File: src/rtl/risc_pkg.sv
// Shared definitions for the RISC front end: data width, the NOP encoding
// (addi x0, x0, 0) and the instruction-fetch FSM state type.
package risc_pkg;

  localparam int XLEN = 32;

  localparam logic [31:0] NOP = 32'h0000_0013;

  typedef enum logic [2:0] {
    S_IDLE  = 3'd0,
    S_REQ   = 3'd1,
    S_WAIT  = 3'd2,
    S_HOLD  = 3'd3,
    S_DRAIN = 3'd4,
    S_FAULT = 3'd5
  } ifetch_state_t;

endpackage

File: src/rtl/risc_ifetch_tmr.sv
// Response-wait timer for the instruction fetch unit.
// It counts up while enabled and saturates at TIMEOUT-1, so it never wraps.
// expired_o is high while the count sits at TIMEOUT-1.
// With TIMEOUT=1 the count is pinned at zero, so expired_o is high at once.
module risc_ifetch_tmr #(
  parameter int TIMEOUT = 16
) (
  input  logic clk,
  input  logic rst,
  input  logic clear_i,
  input  logic en_i,
  output logic expired_o
);

  localparam int CW = (TIMEOUT > 1) ? $clog2(TIMEOUT) : 1;
  localparam logic [CW-1:0] LAST = CW'(TIMEOUT - 1);

  logic [CW-1:0] count_q;
  logic [CW-1:0] count_d;

  // Next count: clear wins, otherwise increment until the last value.
  always_comb begin
    count_d = count_q;
    if (clear_i) begin
      count_d = '0;
    end else if (en_i && (count_q != LAST)) begin
      count_d = count_q + 1'b1;
    end
  end

  // Count register, synchronously reset.
  always_ff @(posedge clk) begin
    if (rst) begin
      count_q <= '0;
    end else begin
      count_q <= count_d;
    end
  end

  assign expired_o = (count_q == LAST);

endmodule

File: src/rtl/risc_ifetch.sv
// Instruction fetch unit.
// It issues one word request per fetch and holds the returned instruction
// until decode accepts it. On acceptance, pc_advance pulses for one cycle.
//
// Handshakes:
// - Memory side: imem_req stays high in REQ until the cycle imem_gnt is
//   seen.
// - Memory response: it arrives as a single imem_rvalid pulse.
// - Decode side: instr_valid/instr_ready follows strict valid/ready rules.
//   While valid is high, data is stable. Transfer happens on the edge
//   where both are high.
//
// A flush abandons the current fetch. A granted but unanswered request is
// drained so that its late response cannot be mistaken for a new one.
//
// Optional build macro IFETCH_MISALIGN_CHK_EN:
// - Defined: a misaligned pc_addr moves straight to FAULT.
// - Undefined: the low address bits are simply masked.
module risc_ifetch
  import risc_pkg::*;
#(
  parameter int TIMEOUT = 16,
  parameter int XLEN    = risc_pkg::XLEN
) (
  input  logic            clk,
  input  logic            rst,
  input  logic            fetch_en,
  input  logic [XLEN-1:0] pc_addr,
  input  logic            flush,
  output logic            pc_advance,
  output logic            imem_req,
  output logic [XLEN-1:0] imem_addr,
  input  logic            imem_gnt,
  input  logic            imem_rvalid,
  input  logic [XLEN-1:0] imem_rdata,
  output logic            instr_valid,
  input  logic            instr_ready,
  output logic [XLEN-1:0] instr_out,
  output logic [XLEN-1:0] instr_pc,
  output logic            instr_fault,
  output ifetch_state_t   dbg_state
);

  ifetch_state_t   state_q, state_d;
  logic [XLEN-1:0] addr_q, addr_d;
  logic [XLEN-1:0] out_q, out_d;
  logic [XLEN-1:0] pc_q, pc_d;
  logic            adv_q, adv_d;
  logic            tmr_clr;
  logic            tmr_en;
  logic            tmr_expired;

  risc_ifetch_tmr #(
    .TIMEOUT (TIMEOUT)
  ) u_tmr (
    .clk       (clk),
    .rst       (rst),
    .clear_i   (tmr_clr),
    .en_i      (tmr_en),
    .expired_o (tmr_expired)
  );

  // Next-state logic and datapath updates for the fetch FSM.
  always_comb begin
    state_d = state_q;
    addr_d  = addr_q;
    out_d   = out_q;
    pc_d    = pc_q;
    adv_d   = 1'b0;
    tmr_clr = 1'b0;
    tmr_en  = 1'b0;
    unique case (state_q)
      S_IDLE: begin
        if (fetch_en && !flush) begin
`ifdef IFETCH_MISALIGN_CHK_EN
          if (pc_addr[1:0] != 2'b00) begin
            state_d = S_FAULT;
            pc_d    = pc_addr;
          end else begin
            state_d = S_REQ;
            addr_d  = pc_addr;
          end
`else
          state_d = S_REQ;
          addr_d  = pc_addr & ~XLEN'(3);
`endif
        end
      end
      S_REQ: begin
        if (imem_gnt) begin
          // Once granted, the response must be waited for even when
          // flushed.
          tmr_clr = 1'b1;
          state_d = flush ? S_DRAIN : S_WAIT;
        end else if (flush) begin
          state_d = S_IDLE;
        end
      end
      S_WAIT: begin
        tmr_en = 1'b1;
        if (imem_rvalid) begin
          if (flush) begin
            state_d = S_IDLE;
          end else begin
            out_d   = imem_rdata;
            pc_d    = addr_q;
            state_d = S_HOLD;
          end
        end else if (flush) begin
          state_d = S_DRAIN;
        end else if (tmr_expired) begin
          state_d = S_FAULT;
        end
      end
      S_HOLD: begin
        if (flush) begin
          state_d = S_IDLE;
        end else if (instr_ready) begin
          state_d = S_IDLE;
          adv_d   = 1'b1;
        end
      end
      S_DRAIN: begin
        // The response is discarded. A timeout here is silent.
        tmr_en = 1'b1;
        if (imem_rvalid || tmr_expired) begin
          state_d = S_IDLE;
        end
      end
      S_FAULT: begin
        if (flush) begin
          state_d = S_IDLE;
        end
      end
      default: begin
        state_d = S_IDLE;
      end
    endcase
  end

  // State and datapath registers. Reset overrides every other input.
  always_ff @(posedge clk) begin
    if (rst) begin
      state_q <= S_IDLE;
      addr_q  <= '0;
      out_q   <= XLEN'(NOP);
      pc_q    <= '0;
      adv_q   <= 1'b0;
    end else begin
      state_q <= state_d;
      addr_q  <= addr_d;
      out_q   <= out_d;
      pc_q    <= pc_d;
      adv_q   <= adv_d;
    end
  end

  assign imem_req    = (state_q == S_REQ);
  assign imem_addr   = addr_q;
  assign instr_valid = (state_q == S_HOLD);
  assign instr_out   = out_q;
  assign instr_pc    = pc_q;
  assign instr_fault = (state_q == S_FAULT);
  assign pc_advance  = adv_q;
  assign dbg_state   = state_q;

endmodule

File: config.mk
export PLATFORM = sky130hd
export DESIGN_NAME = risc_ifetch
export DESIGN_NICKNAME = d
export VERILOG_FILES = /design/src/rtl/risc_pkg.sv /design/src/rtl/risc_ifetch_tmr.sv /design/src/rtl/risc_ifetch.sv
export SDC_FILE = /design/constraint.sdc
export NUM_CORES = 1
export LEC_CHECK = 0
export BUFFER_PORTS_ARGS = -buffer_cell sky130_fd_sc_hd__buf_2
export CELL_PAD_IN_SITES_DETAIL_PLACEMENT = 1
export CELL_PAD_IN_SITES_GLOBAL_PLACEMENT = 1
export CORE_MARGIN = 3
export CORE_UTILIZATION = 35
export DETAILED_ROUTE_END_ITERATION = 7
export PLACE_DENSITY_LB_ADDON = 0.15
export REMOVE_ABC_BUFFERS = 1
export SETUP_SLACK_MARGIN = 0.05
export SLEW_MARGIN = 20
export SYNTH_ARGS = -nofsm -noshare
export SYNTH_HDL_FRONTEND = slang
export SYNTH_SLANG_ARGS = --single-unit
File: constraint.sdc
create_clock -name clk -period 2.2 [get_ports clk]
set_input_delay 0.11 -clock clk [delete_from_list [all_inputs] [get_ports clk]]
set_output_delay 0.11 -clock clk [all_outputs]
set_load 0.1 [all_outputs]
**After elaboration in Yosys (flattened, before gate mapping)**

Index checks and enable logic that the tools add are counted.

- Add/subtract/negate cells: 1
- $mul: 0
- Divide/modulo/power cells: 0
- Magnitude comparators: 0
- Equal/unequal tests: 11
- Shift-type cells: 0
- Multiplexer cells: 16
- Bitwise operators: 2
- Reductions and logical operators: 11

Operators with widths:

| operator | count |
|---|---|
| 3-bit 2-to-1 mux | 10 |
| 3-bit case mux with 6 select lines | 1 |
| 4-bit inequality test, second input constant | 2 |
| 3-bit by 2-bit equality test with 1-bit output, second input constant | 2 |
| 3-bit equality test, second input constant | 2 |
| 4-bit by 1-bit adder with 4-bit output, second input constant | 1 |
| 4-bit equality test, second input constant | 1 |
| 1-bit 2-to-1 mux | 4 |
| 2-bit inequality test, second input constant | 2 |
| 4-bit AND reduction | 1 |
| 2-bit OR reduction | 2 |
| 3-bit by 1-bit equality test with 1-bit output, second input constant | 1 |
| 3-bit zero test | 1 |
| 3-bit by 2-bit inequality test with 1-bit output, second input constant | 1 |
| 3-bit AND reduction | 1 |
| 3-bit OR reduction | 1 |
| 1-bit logical AND | 2 |
| 2-bit 2-to-1 mux | 1 |
| 1-bit inverter | 2 |
| 2-bit AND reduction | 1 |
| 1-bit zero test | 1 |
| 1-bit logical OR | 1 |

- Register bits after elaboration: 100
- Latch bits: 0
- Memory bits (writable): 0
- ROM bits: 0
- Input port bits: 71
- Output and inout bits: 103
- Word-level logic and storage cells: 47
- Memories: 0

**Logic depth before layout (Yosys ltp)**

- Depth in word-level cells: 5
- Gate-level depth with buffers: 7
- Gate-level depth less buffers: 5

**Modules after synthesis**

A second synthesis with hierarchy kept.

- Cells, all modules: 475
- Area, all modules: 3799.9 um2

By module, submodules not included:

| module | instances | cells each | area an instance (um2) | sequential area each (um2) |
|---|---|---|---|---|
| risc_ifetch | 1 | 453 | 3588.4 | 1921.8 |
| risc_ifetch_tmr | 1 | 22 | 211.5 | 80.1 |

**Least setup slack after synthesis**

Ideal clock, no wire load.

- Kind: flip-flop to flip-flop
- From: register state_q[0], in the netlist dbg_state[0]
- To: register u_tmr.count_q[2]
- Setup time: 132 ps
- Data arrival time: 3057 ps
- Required time: 2068 ps
- Setup slack: -989 ps
- Cell stages (with the launch flop): 6
- Path buffers: 1
- Period minus slack after synthesis: 3189 ps
- Cells stage by stage: dfxtp_1 buf_2 nand2b_1 nor2_1 a21o_1 a211oi_1

- Elaborated cells between the ends (all ways): 8
- Those cells by class: eq/ne (3); mux (2); reduce/logical (3)

RTL lines:

| what | line | RTL |
|---|---|---|
| from (decl) | risc_ifetch.sv:44 | `ifetch_state_t state_q, state_d;` |
| from (signal assigned) | risc_ifetch.sv:150 | `state_q <= state_d;` |
| 3-bit by 1-bit equality test with 1-bit output | n/a |  |
| named net imem_req | risc_ifetch.sv:31 | `output logic imem_req,` |
| 1-bit 2-to-1 mux | risc_ifetch.sv:72 | `unique case (state_q)` |
| 2-bit OR reduction (no line) | n/a |  |
| to (signal assigned) | risc_ifetch_tmr.sv:36 | `count_q <= count_d;` |
| to (decl) | risc_ifetch_tmr.sv:18 | `logic [CW-1:0] count_q;` |

The timed path passes the listed nets, and every way through them passes these cells.
A chain may end at the register's enable or synchronous reset.

**Final worst setup path**

- From: register state_q[0], in the netlist dbg_state[0]
- To: output instr_fault

- Longest elaborated chain between the ends: 1

RTL lines:

| what | line | RTL |
|---|---|---|
| 3-bit equality test | risc_ifetch.sv:163 | `assign instr_fault = (state_q == S_FAULT);` |
| to (decl) | risc_ifetch.sv:40 | `output logic instr_fault,` |

Every way passes these cells.

==> metrics.txt <==
Worst-Skew Late Latency 370 ps; Worst-path clk slew 100 ps; final WL 12,400 um; Worst EP required 2090 ps; mean routed wirelength per cell 15.0 um; worst slew pin tran 612 ps; # rows 37; final slew viol count 0; Die H 110 um; synth warn 0; I/O pin cnt 174; first-pass GRT wire length 19,000 um; GRT Util Overall 20.1%; placer congestion estimate 0.784; total congestion overflow 0; Cells after DPL 749; Slew HR 59.1%; P&R area growth vs syn 45.2%; Seq cells post-synth 100; crit start category flop; setup TNS 0 ps; Max Root-Sink Buffers 2; crit path max fanout 14; Core ar. 10,500 um^2; fin crit share 89.4%; fin cells 828; sequential share of the synthesized area 52.7%; final setup vio count 0; Cells after Synth 471; final hold violations 0; cts repair resizes 0; initial antenna violation count 1; initial detailed-routing violation count 102; DR pass1 iterations 4; hold crit path type in2reg; I/O Buffers 167; Avg Inst Size Synth 8.07 um^2; Post-Syn Area 3800 um^2; post-DR vias/cell 4.72; Final ANT Viol Nets 0; nature of the critical path endpoint output pin; Achievable Freq 0.508 GHz; via count 3,911; CTS H-tree depth 3; ant diodes 0; share of cells above drive strength 1 30.1%; CTS tree done; Post-synth EDFFs 0; nets@finish 759; number of global-route vias before repair 3,952; largest net degree at the start of global routing 39; Worst VDD drop 631 uV; fraction of synthesis flops using an asynchronous set or reset pin 0%; critical path arrival 1860 ps; die area 12,100 um^2; status finished, final reports clean; Max Cap Violations 0; die width 110 um; Clock Skew 13.3 ps; HPWL after DPL 8040 um; final worst path period need 1970 ps; initial core utilization 36.3%; CTS Root Cell clkbuf_8; DRC 0; TritonCTS Buffers 9; pwr dens 918 nW/um^2; Pleak 2.40 nW; commonest register cell after synthesis dfxtp_1; Filler Cells Inserted 1,291; Setup Crit Path Kind reg2out; RSZ-0062 raised after global routing false; synth unique cells 36; clk sinks 100
-- per-layer routing --
layer / track usage, % / share of wire (%) / wire length, um
met5: 0 / 0.056 / 7
met4: 7.21 / 1.6 / 193
met3: 5.59 / 7.2 / 898
met2: 36.9 / 51 / 6270
met1: 22.0 / 41 / 5040
-- metrics by stage --
stage	instance area (um^2)	utilization [%]	setup slack (ps)	power [mW]	hold slack (ps)
after floorplan	3580	-	-917	3.43	172
after global placement	4680	44.8	492	3.81	322
after detailed placement	4680	44.8	448	3.85	325
after CTS	5510	52.7	200	5.12	119
after global routing	5510	52.7	120	5.32	134
final	5510	52.7	232	5.06	134
-- worst max-delay path, stage by stage, from the launching register on --
cell     delay [ps]
dfxtp_1         650
nor2b_1         280
and2_1          150
buf_2           420
-- report_power, final --
group / total (mW) / internal [mW] / switching (mW)
Combinational: 1.81 / 0.432 / 1.38
Sequential: 2.07 / 1.93 / 0.149
Clock: 1.18 / 0.500 / 0.675
Total: 5.06 / 2.86 / 2.20
-- final cells by class --
| type | count | area [um^2] | share of cell area (%) |
|---|---|---|---|
| clock inverter | 5 | 48.8 | 0.885 |
| sequential | 100 | 2000 | 36.3 |
| multi-input combinational | 335 | 1580 | 28.7 |
| tap | 136 | 170 | 3.09 |
| inverter | 1 | 3.75 | 0.0681 |
| timing repair buffer | 240 | 1560 | 28.2 |
| clock buffer | 11 | 151 | 2.75 |
-- kinds of logic (layout without fill, tap and decap cells) --
logic type	after synthesis	after routing	synth area share (%)
AOI/OAI and AO/OA	103	103	15.5
adders and majority gates	1	1	0.329
muxes	2	2	0.527
buffers and inverters	39	257	6.06
other	1	4	0.0987
xor gates and xnor gates	3	3	0.692
DFF	100	100	52.7
and+or+nand+nor	222	222	24.0
-- cell usage in the layout, fill, tap and decap left out, types with 4 or more instances in the layout --
master and count:
a21oi_1 83, a21oi_2 10, buf_2 166, buf_4 10, clkbuf_8 11, conb_1 4
dfxtp_1 100, dlygate4sd3_1 63, nand2_1 188, nand3_1 6, nor2_1 9, nor2b_1 4
-- worst paths after layout --
| kind | endpoint | cells after the start | start | slack (ps) |
|---|---|---|---|---|
| worst max register to register | instr_pc[25]$_SDFFE_PP0P_ | 5 | dbg_state[2]$_SDFFE_PP0P_ | 410 |
| worst min register to register | instr_pc[10]$_SDFFE_PP0P_ | 2 | instr_pc[10]$_SDFFE_PP0P_ | 460 |
| worst max-delay path | instr_fault | 3 | dbg_state[0]$_SDFFE_PP0P_ | 230 |
| worst min-delay path | instr_pc[20]$_SDFFE_PP0P_ | 2 | rst | 130 |
-- synth_stat cells (2+ instances only) --
library cell / count / area, um^2
buf_2: 7 / 35.0
xnor2_1: 3 / 26.3
a21oi_2: 10 / 87.6
buf_6: 8 / 90.1
nor4b_1: 2 / 17.5
o32a_1: 2 / 20.0
and3_1: 2 / 12.5
mux2i_1: 2 / 20.0
buf_4: 4 / 30.0
a21oi_1: 83 / 415
nand2_1: 189 / 709
nor2b_1: 4 / 25.0
clkbuf_1: 19 / 71.3
nand3_1: 6 / 30.0
dfxtp_1: 100 / 2000
nor2_1: 9 / 33.8
and2_1: 2 / 12.5
-- what timing repair did --
item,CTS,global route
hold buffers,63,0
setup buffers,0,0
hold endpoints to repair,63,0
-- flip-flops by register name, summed over array words and instances, names as in the netlist --
signal,flops
pc_advance,1
instr_out,32
dbg_state,3
u_tmr.count_q,4
imem_addr,30
instr_pc,30
Power figures use the tool's default switching activity.
